[config.mk]
export PLATFORM = sky130hd
export DESIGN_NAME = starfield_scroller_flat
export DESIGN_NICKNAME = d
export VERILOG_FILES = /design/src/rtl/starfield_scroller_if.sv /design/src/rtl/starfield_scroller.sv /design/src/flat_wrapper.sv
export SDC_FILE = /design/constraint.sdc
export NUM_CORES = 1
export LEC_CHECK = 0
export BUFFER_PORTS_ARGS = -buffer_cell sky130_fd_sc_hd__buf_2
export CAP_MARGIN = 5
export CORE_ASPECT_RATIO = 1.75
export CORE_MARGIN = 4
export CORE_UTILIZATION = 60
export CTS_CLUSTER_DIAMETER = 50
export DETAILED_ROUTE_END_ITERATION = 16
export PLACE_DENSITY = 0.84
export SLEW_MARGIN = 20
export SYNTH_ARGS = -nofsm -noshare
export SYNTH_HDL_FRONTEND = slang
export SYNTH_SLANG_ARGS = --single-unit
export TNS_END_PERCENT = 30
[constraint.sdc]
create_clock -name clk -period 5.1 [get_ports clk]
set_clock_uncertainty 0.05 [all_clocks]
set_input_delay 1.02 -clock clk [delete_from_list [all_inputs] [get_ports clk]]
set_output_delay 1.02 -clock clk [all_outputs]
set_load 0.005 [all_outputs]
[src/rtl/starfield_scroller_if.sv]
// starfield_scroller_if
//   Bundles the pixel-stream signals between the VGA timing generator /
//   pattern logic and the starfield overlay stage.
//
//   Timing-side inputs : display_on, hpos[9:0], vpos[9:0], hsync_in,
//                        vsync_in, bg_rgb[2:0], star_en
//   Overlay outputs    : hsync, vsync, rgb[2:0], frame_cnt[7:0]
//
//   modport master : the side that produces the timing stream and consumes
//                    the overlaid pixels (timing generator / testbench).
//   modport slave  : the starfield_scroller itself.
interface starfield_scroller_if;
  logic       display_on;
  logic [9:0] hpos;
  logic [9:0] vpos;
  logic       hsync_in;
  logic       vsync_in;
  logic [2:0] bg_rgb;
  logic       star_en;
  logic       hsync;
  logic       vsync;
  logic [2:0] rgb;
  logic [7:0] frame_cnt;

  modport master (
    output display_on, hpos, vpos, hsync_in, vsync_in, bg_rgb, star_en,
    input  hsync, vsync, rgb, frame_cnt
  );

  modport slave (
    input  display_on, hpos, vpos, hsync_in, vsync_in, bg_rgb, star_en,
    output hsync, vsync, rgb, frame_cnt
  );
endinterface

[src/rtl/starfield_scroller.sv]
// starfield_scroller
//   Pixel-stream stage placed right after the VGA timing generator. Overlays
//   a pseudo-random starfield on the background colour and scrolls it one
//   pixel to the left every SCROLL_DIV frames. Two registered stages; rgb,
//   hsync and vsync are all delayed by exactly two clocks.
//
//   Ports:
//     clk    : pixel clock
//     reset  : asynchronous, active-high reset
//     bus    : starfield_scroller_if.slave
//              in  display_on, hpos, vpos, hsync_in, vsync_in, bg_rgb, star_en
//              out hsync, vsync, rgb, frame_cnt
//
//   Optional build macro: STARFIELD_TWINKLE_EN
//     When defined, stars whose lfsr[3] is set are hidden while frame_cnt[4]
//     is set, so half of the stars blink with a 32-frame period.
module starfield_scroller #(
  parameter int                    LFSR_WIDTH        = 16,
  parameter logic [LFSR_WIDTH-1:0] TAPS              = 16'b1000000001011,
  parameter logic [LFSR_WIDTH-1:0] SEED              = 16'h0001,
  parameter int                    STAR_DENSITY_BITS = 7,
  parameter int                    SCROLL_DIV        = 1,
  parameter int                    H_ACTIVE          = 640,
  parameter int                    V_ACTIVE          = 480
) (
  input logic                 clk,
  input logic                 reset,
  starfield_scroller_if.slave bus
);

  localparam int W = LFSR_WIDTH;

  // An all-zero seed would lock the LFSR, so it is replaced by 1.
  localparam logic [W-1:0] SEED_INIT =
    (SEED == '0) ? {{(W-1){1'b0}}, 1'b1} : SEED;

  localparam int                   SCROLL_W    = (SCROLL_DIV > 1) ? $clog2(SCROLL_DIV) : 1;
  localparam logic [SCROLL_W-1:0]  SCROLL_LAST = SCROLL_W'(SCROLL_DIV - 1);
  localparam logic [9:0]           H_LAST      = 10'(H_ACTIVE - 1);
  localparam logic [9:0]           V_LAST      = 10'(V_ACTIVE - 1);

  function automatic logic [W-1:0] lfsr_step(input logic [W-1:0] s);
    return {s[W-2:0], ^(s & TAPS)};
  endfunction

  // Pattern generator state
  logic [W-1:0]        lfsr_q, lfsr_d;
  logic [W-1:0]        seed_q, seed_d;
  logic [SCROLL_W-1:0] scroll_q, scroll_d;
  logic [7:0]          frame_cnt_q, frame_cnt_d;

  // Stage 1
  logic       disp1_q, disp1_d;
  logic       hsync1_q, hsync1_d;
  logic       vsync1_q, vsync1_d;
  logic [2:0] bg1_q, bg1_d;
  logic       star1_q, star1_d;
  logic [2:0] col1_q, col1_d;

  // Stage 2
  logic [2:0] rgb_q, rgb_d;
  logic       hsync_q, hsync_d;
  logic       vsync_q, vsync_d;

  logic       frame_end;
  logic       scroll_tick;
  logic       star_on;
  logic       star_vis;
  logic [2:0] star_col;

  // The star decision is made from the pre-step LFSR value of this cycle.
  always_comb begin
    frame_end   = bus.display_on && (bus.hpos == H_LAST) && (bus.vpos == V_LAST);
    scroll_tick = frame_end && (scroll_q == SCROLL_LAST);
    star_on     = &lfsr_q[W-1 -: STAR_DENSITY_BITS];
    star_col    = (lfsr_q[2:0] == 3'b000) ? 3'b111 : lfsr_q[2:0];
`ifdef STARFIELD_TWINKLE_EN
    star_vis    = star_on && bus.star_en && !(lfsr_q[3] && frame_cnt_q[4]);
`else
    star_vis    = star_on && bus.star_en;
`endif
  end

  // Frame bookkeeping and LFSR sequencing. At the end of a frame the LFSR is
  // reloaded from seed_reg; stepping the seed once per scroll period makes the
  // next frame start where the previous one's second pixel started, which is
  // what produces the one-pixel leftward scroll.
  always_comb begin
    frame_cnt_d = frame_cnt_q;
    scroll_d    = scroll_q;
    seed_d      = seed_q;
    lfsr_d      = lfsr_q;
    if (frame_end) begin
      frame_cnt_d = frame_cnt_q + 8'd1;
      if (scroll_tick) begin
        scroll_d = '0;
        seed_d   = lfsr_step(seed_q);
      end else begin
        scroll_d = scroll_q + SCROLL_W'(1);
      end
      lfsr_d = seed_d;
    end else if (bus.display_on) begin
      lfsr_d = lfsr_step(lfsr_q);
    end
  end

  // Two-stage pixel pipeline; sync signals travel alongside the colour so
  // everything leaving the block stays aligned.
  always_comb begin
    disp1_d  = bus.display_on;
    hsync1_d = bus.hsync_in;
    vsync1_d = bus.vsync_in;
    bg1_d    = bus.bg_rgb;
    star1_d  = star_vis;
    col1_d   = star_col;
    if (!disp1_q) begin
      rgb_d = 3'b000;
    end else if (star1_q) begin
      rgb_d = col1_q;
    end else begin
      rgb_d = bg1_q;
    end
    hsync_d = hsync1_q;
    vsync_d = vsync1_q;
  end

  always_ff @(posedge clk or posedge reset) begin
    if (reset) begin
      lfsr_q      <= SEED_INIT;
      seed_q      <= SEED_INIT;
      scroll_q    <= '0;
      frame_cnt_q <= '0;
      disp1_q     <= 1'b0;
      hsync1_q    <= 1'b0;
      vsync1_q    <= 1'b0;
      bg1_q       <= '0;
      star1_q     <= 1'b0;
      col1_q      <= '0;
      rgb_q       <= '0;
      hsync_q     <= 1'b0;
      vsync_q     <= 1'b0;
    end else begin
      lfsr_q      <= lfsr_d;
      seed_q      <= seed_d;
      scroll_q    <= scroll_d;
      frame_cnt_q <= frame_cnt_d;
      disp1_q     <= disp1_d;
      hsync1_q    <= hsync1_d;
      vsync1_q    <= vsync1_d;
      bg1_q       <= bg1_d;
      star1_q     <= star1_d;
      col1_q      <= col1_d;
      rgb_q       <= rgb_d;
      hsync_q     <= hsync_d;
      vsync_q     <= vsync_d;
    end
  end

  assign bus.rgb       = rgb_q;
  assign bus.hsync     = hsync_q;
  assign bus.vsync     = vsync_q;
  assign bus.frame_cnt = frame_cnt_q;

endmodule

[src/flat_wrapper.sv]
// flat-port wrapper written by rule: the top's interface ports become plain ports
module starfield_scroller_flat 
#(
  parameter int                    LFSR_WIDTH        = 16,
  parameter logic [LFSR_WIDTH-1:0] TAPS              = 16'b1000000001011,
  parameter logic [LFSR_WIDTH-1:0] SEED              = 16'h0001,
  parameter int                    STAR_DENSITY_BITS = 7,
  parameter int                    SCROLL_DIV        = 1,
  parameter int                    H_ACTIVE          = 640,
  parameter int                    V_ACTIVE          = 480
)
  (clk, reset, bus_display_on, bus_hpos, bus_vpos, bus_hsync_in, bus_vsync_in, bus_bg_rgb, bus_star_en, bus_hsync, bus_vsync, bus_rgb, bus_frame_cnt);
  starfield_scroller_if bus_i ();
  input logic clk;
  input logic reset;
  input wire logic [$bits(bus_i.display_on)-1:0] bus_display_on;
  input wire logic [$bits(bus_i.hpos)-1:0] bus_hpos;
  input wire logic [$bits(bus_i.vpos)-1:0] bus_vpos;
  input wire logic [$bits(bus_i.hsync_in)-1:0] bus_hsync_in;
  input wire logic [$bits(bus_i.vsync_in)-1:0] bus_vsync_in;
  input wire logic [$bits(bus_i.bg_rgb)-1:0] bus_bg_rgb;
  input wire logic [$bits(bus_i.star_en)-1:0] bus_star_en;
  output wire logic [$bits(bus_i.hsync)-1:0] bus_hsync;
  output wire logic [$bits(bus_i.vsync)-1:0] bus_vsync;
  output wire logic [$bits(bus_i.rgb)-1:0] bus_rgb;
  output wire logic [$bits(bus_i.frame_cnt)-1:0] bus_frame_cnt;
  assign bus_i.display_on = bus_display_on;
  assign bus_i.hpos = bus_hpos;
  assign bus_i.vpos = bus_vpos;
  assign bus_i.hsync_in = bus_hsync_in;
  assign bus_i.vsync_in = bus_vsync_in;
  assign bus_i.bg_rgb = bus_bg_rgb;
  assign bus_i.star_en = bus_star_en;
  assign bus_hsync = bus_i.hsync;
  assign bus_vsync = bus_i.vsync;
  assign bus_rgb = bus_i.rgb;
  assign bus_frame_cnt = bus_i.frame_cnt;
  starfield_scroller #(.LFSR_WIDTH(LFSR_WIDTH), .TAPS(TAPS), .SEED(SEED), .STAR_DENSITY_BITS(STAR_DENSITY_BITS), .SCROLL_DIV(SCROLL_DIV), .H_ACTIVE(H_ACTIVE), .V_ACTIVE(V_ACTIVE)) u_core (.clk(clk), .reset(reset), .bus(bus_i));
endmodule
==> results.toml <==
[run_status]
status = "finished, final reports clean"

[grt]
antenna_found_initial = 0
grt_usage_pct = 18.8
grt_max_degree = 57
first_global_vias = 1790
overflow = 0
grt_pass1_wl_um = 8100

[timing]
rsz0062_at_grt = "no"
setup_slack_ns = 2.36
final_max_slew_viol_count = 0
hold_violations = 0
post-route-period-util_pct = 53.6
tightest_slew_ns = 0.914
setup_viol = 0
max-slew-margin-rel_pct = 39.0
fmax_mhz = 365
fin_crit_ns = 2.74
tns_ns = 0

[logic_synthesis]
synth_simple_gate_area_share_pct = 13.5
avgSynthCellArea_um2 = 12.3
synth_seq_cells = 56
synth_warnings = 0
synth_nets = 245
synth_adder_area_share_pct = 0.952
synth_edf_count = 0
yosysTopAreaCell = "dfrtp_1"
synthMuxAreaShare_pct = 15.5
syn_inst = 214
synthDistinctLibCells = 33
netlist_area_um2 = 2630
synth_xor_xnor_area_share_pct = 4.33
synth.top_cell.area_share_pct = 51.4
synth.yosys.seq_area_share_pct = 53.4
synth_top_family_by_area = "multiplexers"
synth-compound-area-share_pct = 7.86
postSynth.asyncResetShare_pct = 100
yosys-top-cells-area = "dfrtp_1 51%, mux2_2 6.0%, mux2_4 5.7%"
ys.flop_type = "dfrtp_1"

[worst_setup_path]
crit_required_ns = 5.25
critPathLaunchType = "input port"
end_kind = "flip-flop"
rr_startpoint = "u_core.scroll_q$_DFFE_PP0P_"
path_cells = "buf_2, nand4_1, nor2_1, buf_4, and2_1, mux2_2"
worstRegToRegCells = 3
reg2reg_to = "u_core.seed_q[15]$_DFFE_PP0P_"
crit_family = "simple AND/OR/NAND/NOR gates"
startpoint = "bus_display_on"
worstPathArrival_ns = 2.89
critPathBufInv = 2
rrSetupSlack_ns = 3.19
cp_slowest_cell = "and2_1"
slowest_delay_ns = 0.60
crit_path_max_fanout = 28
crit_type = "in -> reg"

[routing]
detail_route.vias_per_cell = 5.93
drt_iter0_drc = 44
first_pass_iters = 4
finalWirelength_um = 4610
drc = 0
via_count = 1778
routedWlPerCell_um = 15.4
antenna_left = 0

[min_path]
min_to = "u_core.bus.vsync$_DFF_PP0_"
min-delay-start = "u_core.vsync1_q$_DFF_PP0_"
hold_class = "reg -> reg"
hold_depth = 0

[clocking]
cts_root_buf = "clkbuf_8"
clock_latency_ns = 0.31
cts_tree = "built"
numCtsBuffers = 5
cts_setup_buffers = 0
ctsResizeCount = 0
htreeDepth = 2
clock_path_buffers = 2
postCtsHoldBufs = 0
clk_pin_slew_ns = 0.09
cts_num_sinks = 56

[cells_and_area]
drive_gt1_share_pct = 32.3
antenna_cells = 0
syn2layout_area_growth_pct = 11.6
nNetsFinal = 281

[placed_design]
place_ws_ns = 2.06
dp_hpwl_um = 3320
port_buffers = 41
gp_congestion = 0.779

[floorplan]
dieArea_um2 = 5540
die_y_um = 95.5
start_util_pct = 62.7
core_area_um2 = 4190
ioPinCount = 42
std_cell_rows = 31
dieWidth_um = 58.0

[pwr]
powerDensity_nw_per_um2 = 304
leakagePower_nw = 1.47
ir_drop_uv = 251

[run]
max_cap_violations = 0
-- through the flow --
stage | power (mW) | cell area [µm²] | hold WS [ns] | utilization (%) | std cells
global route | 0.935 | 2930 | 0.335 | 70.0 | 300
floorplan | 0.617 | 2630 | 0.281 | - | 214
CTS | 0.897 | 2930 | 0.318 | 70.0 | 300
detailed placement | 0.656 | 2840 | 0.291 | 67.7 | 292
finish | 0.891 | 2930 | 0.312 | 70.0 | 300
global placement | 0.650 | 2840 | 0.294 | 67.7 | 292
-- area by class of cell --
| cell class | count | area, µm² |
|---|---|---|
| flip-flops and latches | 56 | 1400 |
| multi-input cells | 132 | 1110 |
| inverters | 12 | 46.3 |
| fillers | 299 | 1260 |
| clock inverters | 1 | 7.51 |
| repair buffers | 43 | 220 |
| well taps | 49 | 61.3 |
| clock buffers | 7 | 86.3 |
-- worst max path at each step --
stage / endpoint / depth (start not counted) / slack, ns
after global placement: u_core.bus.frame_cnt[1]$_DFFE_PP0P_ / 6 / 2.08
after floorplan: u_core.bg1_q[0]$_DFF_PP0_ / 1 / 2.66
after detailed placement: u_core.bus.frame_cnt[1]$_DFFE_PP0P_ / 6 / 2.06
final: u_core.bus.frame_cnt[1]$_DFFE_PP0P_ / 6 / 2.36
after global routing: u_core.bus.frame_cnt[1]$_DFFE_PP0P_ / 6 / 2.20
after CTS: u_core.bus.frame_cnt[1]$_DFFE_PP0P_ / 6 / 2.39
-- where the power goes --
part	internal (mW)	total (mW)	switching, mW
registers	0.495	0.522	0.0266
logic	0.0608	0.126	0.0650
clock network	0.111	0.243	0.133
-- Yosys cell counts (all sizes together) (2+ instances only) --
master	n
a211oi	7
a221o	7
and2	2
and3	4
buf	7
clkbuf	7
dfrtp	54
dfstp	2
ha	2
inv	12
mux2	24
mux2i	10
nand2	13
nand3	3
nand4	17
nand4b	2
nor2	10
nor2b	4
o221ai	8
xnor2	11
xor2	2
-- placed cells by master (no fill, tap or decap), drive strengths merged, types with 7 or more instances in the layout --
cell,Yosys,routed
buf,7,43
mux2i,10,10
mux2,24,24
a221o,7,7
xnor2,11,11
o221ai,8,8
clkbuf,7,7
nand4,17,17
a211oi,7,7
nor2,10,10
dfrtp,54,54
inv,12,11
nand2,13,13
-- sequential cells by signal (all words and copies together) (netlist names) --
register	count
u_core.bus.frame_cnt	8
u_core.star1_q	1
u_core.bus.rgb	3
u_core.scroll_q	1
u_core.bus.vsync	1
u_core.bus.hsync	1
u_core.bg1_q	3
u_core.hsync1_q	1
u_core.col1_q	3
u_core.lfsr_q	16
u_core.vsync1_q	1
u_core.seed_q	16
u_core.disp1_q	1
-- logic make-up (layout without fill, tap and decap cells) --
family | Yosys count | count (layout)
adder cells (fa/ha/maj) | 2 | 2
buffers and inverters | 26 | 63
flip-flops | 56 | 56
XOR/XNOR | 13 | 13
multiplexers | 34 | 34
AND/OR/NAND/NOR | 59 | 59
AO/OA/AOI/OAI | 24 | 24
-- worst register-to-register path, stage by stage (launching register included) --
cell and delay (ns):
dfrtp_1 0.79, inv_1 0.18, nand3_2 0.39, mux2_2 0.39
-- routing by layer --
layer / up-vias / global-route usage (%) / wire [µm]
li1: 844 / - / -
met2: 48 / 32.5 / 2540
met4: 0 / 8.32 / 97
met1: 874 / 21.8 / 1750
met3: 12 / 4.61 / 219
met5: - / 0 / 0
Note: power is estimated with default switching activity, not from simulation.
